### config.mk
export PLATFORM = sky130hd
export DESIGN_NAME = ntt_addr_sequencer
export DESIGN_NICKNAME = d
export VERILOG_FILES = /design/src/rtl/ntt_pkg.sv /design/src/rtl/ntt_wb_delay.sv /design/src/rtl/ntt_addr_sequencer.sv
export SDC_FILE = /design/constraint.sdc
export NUM_CORES = 1
export LEC_CHECK = 0
export CELL_PAD_IN_SITES_DETAIL_PLACEMENT = 0
export CELL_PAD_IN_SITES_GLOBAL_PLACEMENT = 2
export CORE_AREA = 2 2 135 137
export CTS_CLUSTER_SIZE = 14
export DETAILED_ROUTE_END_ITERATION = 7
export DIE_AREA = 0 0 137 139
export MAX_ROUTING_LAYER = met4
export PLACE_DENSITY = 0.77
export REMOVE_ABC_BUFFERS = 1
export SYNTH_ARGS = -nofsm -noshare
export SYNTH_HDL_FRONTEND = slang
export SYNTH_SLANG_ARGS = --single-unit
### constraint.sdc
create_clock -name clk -period 5.13 [get_ports clk]
set_input_delay 1.026 -clock clk [delete_from_list [all_inputs] [get_ports clk]]
set_output_delay 1.026 -clock clk [all_outputs]
set_load 0.005 [all_outputs]
### src/rtl/ntt_pkg.sv
// ntt_pkg: shared definitions for the Kyber NTT address sequencer.
//   mode_t  : operation select (NTT, inverse NTT, pointwise basemul, reserved)
//   state_t : sequencer FSM states
//   LOG_N_DEF / LAT_DEF : default coefficient-count log2 and butterfly latency
package ntt_pkg;

    localparam int LOG_N_DEF = 8;
    localparam int LAT_DEF   = 6;

    typedef enum logic [1:0] {
        MODE_NTT  = 2'd0,
        MODE_INTT = 2'd1,
        MODE_PWM  = 2'd2,
        MODE_RSVD = 2'd3
    } mode_t;

    typedef enum logic [1:0] {
        S_IDLE,
        S_RUN,
        S_DRAIN,
        S_DONE
    } state_t;

endpackage

### src/rtl/ntt_wb_delay.sv
// ntt_wb_delay: LAT-deep shift register carrying {valid, payload} from read
// issue to write-back. Shifts every cycle, so stall bubbles travel through.
//   clk, rst            : clock, asynchronous active-high reset
//   in_valid, in_data   : entry entering the line this cycle
//   out_valid, out_data : entry leaving the line (LAT cycles later)
//   pending             : a valid entry sits in any slot but the output one,
//                         i.e. at least one more write-back is still to come
module ntt_wb_delay #(
    parameter int unsigned LAT = 6,
    parameter int unsigned W   = 16
) (
    input  logic         clk,
    input  logic         rst,
    input  logic         in_valid,
    input  logic [W-1:0] in_data,
    output logic         out_valid,
    output logic [W-1:0] out_data,
    output logic         pending
);

    localparam logic [LAT-1:0] NOT_LAST = {LAT{1'b1}} >> 1;

    logic [LAT-1:0] vld;
    logic [W-1:0]   dat [LAT];

    always_ff @(posedge clk or posedge rst) begin
        if (rst) begin
            vld <= '0;
            for (int unsigned i = 0; i < LAT; i++) dat[i] <= '0;
        end else begin
            vld[0] <= in_valid;
            dat[0] <= in_data;
            for (int unsigned i = 1; i < LAT; i++) begin
                vld[i] <= vld[i-1];
                dat[i] <= dat[i-1];
            end
        end
    end

    assign out_valid = vld[LAT-1];
    assign out_data  = dat[LAT-1];
    assign pending   = |(vld & NOT_LAST);

endmodule

### src/rtl/ntt_addr_sequencer.sv
// ntt_addr_sequencer: self-sequencing address / twiddle generator for the
// Kyber polynomial arithmetic unit.
//   clk, rst              : clock, asynchronous active-high reset
//   start, mode, en       : start request, operation (latched at accept), issue enable
//   busy, done, stage     : handshake status and current stage index
//   rd_valid, rd_addr_a/b : operand read pair issued this cycle
//   zeta_idx, zeta_neg    : twiddle ROM index, negate flag (basemul only)
//   wr_valid, wr_addr_a/b : read pair delayed by LAT for write-back
module ntt_addr_sequencer
    import ntt_pkg::*;
#(
    parameter int unsigned LOG_N = LOG_N_DEF,
    parameter int unsigned LAT   = LAT_DEF
) (
    input  logic             clk,
    input  logic             rst,
    input  logic             start,
    input  logic [1:0]       mode,
    input  logic             en,
    output logic             busy,
    output logic             done,
    output logic [2:0]       stage,
    output logic             rd_valid,
    output logic [LOG_N-1:0] rd_addr_a,
    output logic [LOG_N-1:0] rd_addr_b,
    output logic [LOG_N-2:0] zeta_idx,
    output logic             zeta_neg,
    output logic             wr_valid,
    output logic [LOG_N-1:0] wr_addr_a,
    output logic [LOG_N-1:0] wr_addr_b
);

    localparam int unsigned    NST       = LOG_N - 1;
    localparam int unsigned    BW        = LOG_N - 1;
    localparam logic [LOG_N-1:0] ONE     = LOG_N'(1);
    localparam logic [BW-1:0]  Z1        = BW'(1);
    localparam logic [2:0]     LAST_FULL = 3'(NST - 1);

    state_t           state;
    mode_t            mode_q;
    logic [2:0]       stage_q;
    logic [BW-1:0]    bf;

    logic [LOG_N-1:0] a_c, b_c, a_h, b_h;
    logic [BW-1:0]    z_c, z_h;
    logic             neg_c, neg_h;
    logic             issue, pending, last_stage;
    int unsigned      shamt;
    logic [BW-1:0]    grp, ofs;
    logic [2*LOG_N-1:0] wb_data;

    // Butterfly index -> operand pair and twiddle. shamt is log2 of the pair
    // distance; grp/ofs split bf into butterfly group and offset inside it.
    // Shifting Z1 by BW wraps to zero, which yields the all-ones mask and the
    // modular 2^BW term in the INTT twiddle without extra width.
    always_comb begin
        a_c   = '0;
        b_c   = '0;
        z_c   = '0;
        neg_c = 1'b0;
        shamt = 0;
        grp   = '0;
        ofs   = '0;
        if (mode_q == MODE_PWM) begin
            a_c   = {bf, 1'b0};
            b_c   = {bf, 1'b1};
            z_c   = (Z1 << (LOG_N - 2)) + (bf >> 1);
            neg_c = bf[0];
        end else begin
            shamt = (mode_q == MODE_INTT) ? 32'(stage_q) : NST - 32'(stage_q);
            grp   = bf >> shamt;
            ofs   = bf & ((Z1 << shamt) - Z1);
            a_c   = ({1'b0, grp} << (shamt + 1)) | {1'b0, ofs};
            b_c   = a_c + (ONE << shamt);
            z_c   = (mode_q == MODE_INTT) ? (Z1 << (NST - 32'(stage_q))) - Z1 - grp
                                          : (Z1 << stage_q) + grp;
        end
    end

    assign issue      = (state == S_RUN) && en;
    assign last_stage = (mode_q == MODE_PWM) ? (stage_q == 3'd0) : (stage_q == LAST_FULL);

    always_ff @(posedge clk or posedge rst) begin
        if (rst) begin
            state   <= S_IDLE;
            mode_q  <= MODE_NTT;
            stage_q <= '0;
            bf      <= '0;
            a_h     <= '0;
            b_h     <= '0;
            z_h     <= '0;
            neg_h   <= 1'b0;
        end else begin
            case (state)
                S_IDLE: begin
                    if (start && mode_t'(mode) != MODE_RSVD) begin
                        mode_q  <= mode_t'(mode);
                        stage_q <= '0;
                        bf      <= '0;
                        state   <= S_RUN;
                    end
                end
                S_RUN: begin
                    if (en) begin
                        a_h   <= a_c;
                        b_h   <= b_c;
                        z_h   <= z_c;
                        neg_h <= neg_c;
                        bf    <= bf + Z1;
                        if (bf == '1) state <= S_DRAIN;
                    end
                end
                S_DRAIN: begin
                    // Leave once only the output slot may still hold a write,
                    // so the next read lands the cycle after the last write-back.
                    if (!pending) begin
                        if (last_stage) begin
                            state <= S_DONE;
                        end else begin
                            stage_q <= stage_q + 3'd1;
                            bf      <= '0;
                            state   <= S_RUN;
                        end
                    end
                end
                S_DONE: state <= S_IDLE;
                default: state <= S_IDLE;
            endcase
        end
    end

    assign busy      = (state != S_IDLE);
    assign done      = (state == S_DONE);
    assign stage     = stage_q;
    assign rd_valid  = issue;
    assign rd_addr_a = issue ? a_c   : a_h;
    assign rd_addr_b = issue ? b_c   : b_h;
    assign zeta_idx  = issue ? z_c   : z_h;
    assign zeta_neg  = issue ? neg_c : neg_h;

    ntt_wb_delay #(
        .LAT (LAT),
        .W   (2 * LOG_N)
    ) u_wb_delay (
        .clk       (clk),
        .rst       (rst),
        .in_valid  (issue),
        .in_data   ({rd_addr_a, rd_addr_b}),
        .out_valid (wr_valid),
        .out_data  (wb_data),
        .pending   (pending)
    );

    assign wr_addr_a = wb_data[2*LOG_N-1:LOG_N];
    assign wr_addr_b = wb_data[LOG_N-1:0];

endmodule
[Word level (Yosys, flattened, before mapping)]
Index checks and enable logic that the tools add are counted.
Cells by class
  mux-type cells: 26
  bitwise logic cells: 2
  equal/unequal tests: 13
  add/subtract/negate cells: 10
  shifts and indexed selects: 6
  reductions and logical operators: 13
Operator list (count)
  1-bit by 32-bit << shifter with 7-bit output, first input constant: 2
  7-bit two-way mux: 7
  32-bit by 1-bit adder with 32-bit output, second input constant: 1
  32-bit two-way mux: 1
  8-bit two-way mux: 4
  1-bit by 32-bit << shifter with 8-bit output, first input constant: 1
  7-bit by 32-bit << shifter with 8-bit output: 1
  7-bit by 32-bit >> shifter with 7-bit output: 1
  7-bit case mux with 3 select lines: 1
  7-bit by 1-bit subtractor with 7-bit output, second input constant: 2
  2-bit two-way mux: 5
  2-bit != test, second input constant: 5
  3-bit two-way mux: 3
  8-bit adder: 1
  8-bit by 7-bit OR with 8-bit output: 1
  2-bit case mux with 4 select lines: 1
  4-bit AND reduction: 2
  7-bit by 1-bit adder with 7-bit output, second input constant: 1
  7-bit by 6-bit adder with 7-bit output, first input constant: 1
  7-bit adder: 1
  7-bit bitwise AND: 1
  7-bit == test, second input constant: 1
  1-bit by 3-bit << shifter with 7-bit output, first input constant: 1
  7-bit subtractor: 1
  16 further kinds: 24
Word-level totals
  input bits: 6
  output and inout port bits: 47
  register bits: 140
  word-level logic and storage cells: 85

[Logic depth before layout (Yosys ltp)]
  depth in word-level cells: 9
  gate-level depth with buffers: 19
  gate-level depth less buffers: 17

[Hierarchy]
From an unflattened synthesis, not the netlist that was laid out.
Unflattened totals
  cell total of the unflattened synthesis: 591
  area total of the unflattened synthesis: 6358.6 um^2
Modules (own cells, without submodules)
  ntt_addr_sequencer: area an instance 3669.8 um^2, cells each 469, instances 1, seq. area each 950.9 um^2
  ntt_wb_delay: area an instance 2688.8 um^2, cells each 122, instances 1, seq. area each 2552.4 um^2

[Worst setup path after synthesis]
OpenSTA, ideal clock, no wires.
  kind: register -> output
  from: register stage_q[1], in the netlist stage[1]
  to: output port rd_addr_b[7]
  path buffers: 2
  cell stages (with the launch flop): 17
  setup slack: 656 ps
  arrival time: 3448 ps
  data required time: 4104 ps
  cell sequence: dfrtp_1 > buf_4 > or3b_1 > buf_2 > o22ai_1 > inv_1 > ha_1 > o21ai_0 > ha_1 > a21oi_1 > o211ai_1 > o21ai_0 > nand2b_1 > a21oi_1 > xor2_1 > xnor2_1 > o21ai_1
On the way
  cells in the longest elaborated chain, start to end: 9
  elaborated cells between the ends (all ways): 13
  classes of those cells: 4 x add/sub; 4 x shift; 3 x mux; 2 x bitwise
Ends and longest elaborated chain
  start: declaration: line ntt_addr_sequencer.sv:41  | logic [2:0] stage_q;
  start signal: assignment: line ntt_addr_sequencer.sv:120  | stage_q <= stage_q + 3'd1;
  3-bit by 3-bit subtractor with 4-bit output: line ntt_addr_sequencer.sv:70  | shamt = (mode_q == MODE_INTT) ? 32'(stage_q) : NST - 32'(stage_q);
  32-bit two-way mux *: line ntt_addr_sequencer.sv:70
  branches (longest 4 deep; another with 32-bit by 1-bit adder with 32-bit output)
  8-bit adder *: line ntt_addr_sequencer.sv:74  | b_c = a_c + (ONE << shamt);
  8-bit two-way mux *: line ntt_addr_sequencer.sv:64  | if (mode_q == MODE_PWM) begin
  8-bit two-way mux *: line ntt_addr_sequencer.sv:137  | assign rd_addr_b = issue ? b_c : b_h;
  end: declaration: line ntt_addr_sequencer.sv:25  | output logic [LOG_N-1:0] rd_addr_b,
Every way passes the cells marked *.

[Worst setup path in the final report]
  from: register mode_q[1]
  to: output port zeta_idx[5]
On the way
  cells in the longest elaborated chain, start to end: 7
  elaborated cells between the ends (all ways): 9
  classes of those cells: 2 x add/sub; 2 x eq/ne; 1 x shift; 4 x mux
Ends and longest elaborated chain
  start: declaration: line ntt_addr_sequencer.sv:40  | mode_t mode_q;
  start signal: assignment: line ntt_addr_sequencer.sv:97  | mode_q <= mode_t'(mode);
  2-bit by 1-bit == test with 1-bit output: line ntt_addr_sequencer.sv:70, ntt_addr_sequencer.sv:75
  32-bit two-way mux: line ntt_addr_sequencer.sv:70
  7-bit by 32-bit >> shifter with 7-bit output: line ntt_addr_sequencer.sv:71  | grp = bf >> shamt;
  7-bit adder or 7-bit subtractor (tied branches): line ntt_addr_sequencer.sv:76, ntt_addr_sequencer.sv:75
  7-bit two-way mux: line ntt_addr_sequencer.sv:75  | z_c = (mode_q == MODE_INTT) ? (Z1 << (NST - 32'(stage_q))) - Z1 - grp
  7-bit two-way mux *: line ntt_addr_sequencer.sv:64
  7-bit two-way mux *: line ntt_addr_sequencer.sv:138  | assign zeta_idx = issue ? z_c : z_h;
  end: declaration: line ntt_addr_sequencer.sv:26  | output logic [LOG_N-2:0] zeta_idx,
Every way passes the cells marked *; elsewhere a longest branch is shown, timed or not.

==> impl_results.md <==
- Status: finished, final reports clean
- Chip Width: 137 um
- CP Max Fanout: 8
- Post-DP HPWL: roughly 14000 um
- Post-DRT Antenna Nets: 0
- Total number of yosys warnings: 0
- Antenna violations before repair: 0
- Crit. End Element: primary output
- Final hold violation count: 0
- Inserted Diodes: 0
- GRT Overall Usage: 22.74%
- Final nets: 830
- Share of cells above drive strength 1: about 34%
- TNS Setup: 0 ps
- Vias in the first global route: 5559
- Root buf cell: clkbuf_16
- Cell variety after synth: 78
- Clock Tree Buf Depth: 2
- DRC: 0
- Final-report setup violation count: 0
- I/O pin count: 53
- RSZ-0062 raised after global routing: true
- Ys flop type: dfrtp_1
- Synthesized area per cell: 10.56 sq um
- Worst clock skew: 17.16 ps
- DR vias: ~5300
- Vias/cell: 5.150
- Core Region: 17660 sq um
- First DRT Iteration DRCs: 269
- Wire per inst: ~19 um
- Number of synthesized register bits: 140
- Cell depth of the worst flop-to-flop path: 17
- Fmax: 0.1981 GHz
- Register area share after synthesis: 53.17%
- CTS Sinks: 140
- Placement row count: 49
- Critical path type: register to primary output
- Critical Path RT: 4100 ps
- Clock tree from TritonCTS: built
- Worst EP arrival: 4020 ps
- Slew headroom: 33.64%
- Fin crit share: 98.42%
- Worst hold path type: register to register
- Max Cap Viol: 0
- Area of the die: about 19000 sq um
- Clock-pin slew on the worst setup and hold paths: 70 ps
- First-pass GRT wire length: 31720 um
- Syn-to-layout area delta: 40.33%
- VDD IR-drop max: 0.0003849 V
- Leak: around 4.3 nW
- Fin. max-slew vios: 0
- Dpl ws: -175.1 ps
- Worst-Skew Late Latency: 420 ps
- Initial Utilization: 37.32%
- Largest net degree at the start of global routing: 117
- Total CTS buffers: 17
- Final min period: between 5000 and 6000 ps
- Pre-antenna DRT Iters: 4
- Final WS setup: between 80 and 90 ps
- Synth top area cells: dfrtp_1 53%, ha_1 5.5%, nor2_1 3.3%
- Global route overflow: 0
- Post-Route WL: 19840 um
- Die Span Y: 139 um
- Async SR Flop Fraction: 100.0%
- Post-synth top area cell: dfrtp_1
- Post-synth top area share: 53.17%
- Cell area after synthesis: 6589 sq um
- CP Launch Type: register
- PwrDens: 531.3 nW/um^2
- Number of flops mapped to enable cells by yosys: 0
- Worst Tran Pin Value: roughly 1000 ps
- Syn Inst Count: approximately 620
- Finished Core Util: 52.37%
- Hold path depth: 0
- Max H-tree Level: 4
- Final GP Congestion: between 0.9 and 1
- Port-buffer cells: 52
state kept, by name, summed over array words and instances (netlist names):
register,flops
stage,3
neg_h,1
bf,7
u_wb_delay.dat,80
a_h,8
b_h,8
u_wb_delay.vld,6
mode_q,2
z_h,7
state,2
u_wb_delay.out_data,16
cell usage after synthesis, drive strengths merged (9+ instances only):
cell type	instances
dfrtp	140
nor2	59
nand2	54
o21ai	47
a21oi	33
buf	33
inv	30
ha	29
clkbuf	17
nand3	15
o22ai	12
xnor2	12
a21o	9
through the flow:
step / instance area [sq um] / total power [mW] / hold WS, ps / instances
floorplan: 6312 / 2.412 / 331.2 / 574
global placement: 7990 / 3.374 / 331.7 / 970
detailed placement: 7990 / 3.383 / 334.7 / 970
CTS: 8957 / 4.843 / 346.5 / 1019
global route: 9246 / 5.231 / 352.4 / 1034
finish: 9246 / 4.913 / 345.4 / 1034
final timing paths:
kind / slack [ps] / startpoint / endpoint
max in group asynchronous: 3020 / rst / b_h[4]
hold / removal: 350 / u_wb_delay.dat[86] / u_wb_delay.dat[70]
min in group asynchronous: 1230 / rst / u_wb_delay.dat[32]
setup reg to reg: 1550 / mode_q[0] / u_wb_delay.dat[86]
hold reg to reg: 350 / u_wb_delay.dat[86] / u_wb_delay.dat[70]
setup / recovery: 80 / mode_q[1] / zeta_idx[5]
timing repair:
action | 4_1_cts | 5_1_grt
pin swaps | 33 | 39
gates resized for setup | 71 | 43
hold buffers | 0 | 0
endpoints found under the setup margin | 11 | 11
buffers inserted | 18 | 16
metal layers:
layer  vias up  GRT usage (%)  wire [um]
met5         -              -          0
met4         0          6.999        460
met3        26          3.765        750
met2       120          36.97       9950
met1      2662          28.99       8683
li1       2517              -          -
layout make-up:
cell class | count | area (sq um)
timing repair buffer | 199 | 1640
multi-input combinational | 404 | 3069
tap | 229 | 286.5
sequential | 140 | 3506
fill | 1558 | 8411
clock buffer | 18 | 439.2
inverter | 30 | 122.6
clock inverter | 14 | 182.7
worst max-delay path: stages (launching register included):
cell           delay, ps
dfrtp_1              410
and2b_2              260
buf_6                140
buf_4                130
buf_6                150
o22a_1               190
buf_4                140
o21ai_0               70
buf_4                160
a311oi_4             250
buf_4                170
inv_1                 50
ha_1                 280
inv_1                 50
buf_4                130
o21bai_1             160
a21oi_1              100
xor2_1               160
nor2_1               120
a21oi_2               60
o21ai_1              150
dlygate4sd2_1        260
kinds of logic after synthesis:
group	Yosys count	synth area share, %
adder cells (fa/ha/maj)	32	6.419
XOR/XNOR	20	2.659
flip-flops	140	53.17
AND/OR/NAND/NOR	177	12.69
AO/OA/AOI/OAI	169	17.85
buffers and inverters	80	5.906
multiplexers	6	1.310
layout by cell type (no fill, tap or decap), types with 4 or more instances in the layout:
cell / netlist / routed
a21oi_1: 32 / 20
nand2b_1: 8 / 5
a21o_1: 9 / 9
a211oi_1: 6 / 5
o21ai_2: 0 / 6
a31oi_1: 8 / 8
nor3_1: 8 / 7
and2_1: 5 / 5
dlygate4sd2_1: 0 / 4
xor2_1: 8 / 7
nor2b_1: 8 / 6
o21ai_0: 42 / 31
ha_1: 29 / 21
o211ai_1: 5 / 5
dfrtp_1: 140 / 138
o21bai_1: 6 / 5
xnor2_1: 12 / 10
clkdlybuf4s50_1: 0 / 41
o21ai_1: 5 / 10
ha_4: 0 / 6
nor2_1: 58 / 55
inv_1: 27 / 25
a21oi_2: 1 / 12
nor2_2: 1 / 4
o22ai_1: 11 / 7
buf_6: 1 / 9
inv_6: 0 / 5
buf_4: 18 / 138
clkbuf_16: 0 / 17
nand3_1: 14 / 14
nand2_1: 53 / 51
where the power goes:
| part | internal (mW) | total, mW | switching (mW) |
|---|---|---|---|
| Sequential | 1.50 | 1.64 | 0.139 |
| Combinational | 1.00 | 1.98 | 0.975 |
| Clock | 0.790 | 1.30 | 0.506 |
Power figures use the tool's default switching activity.
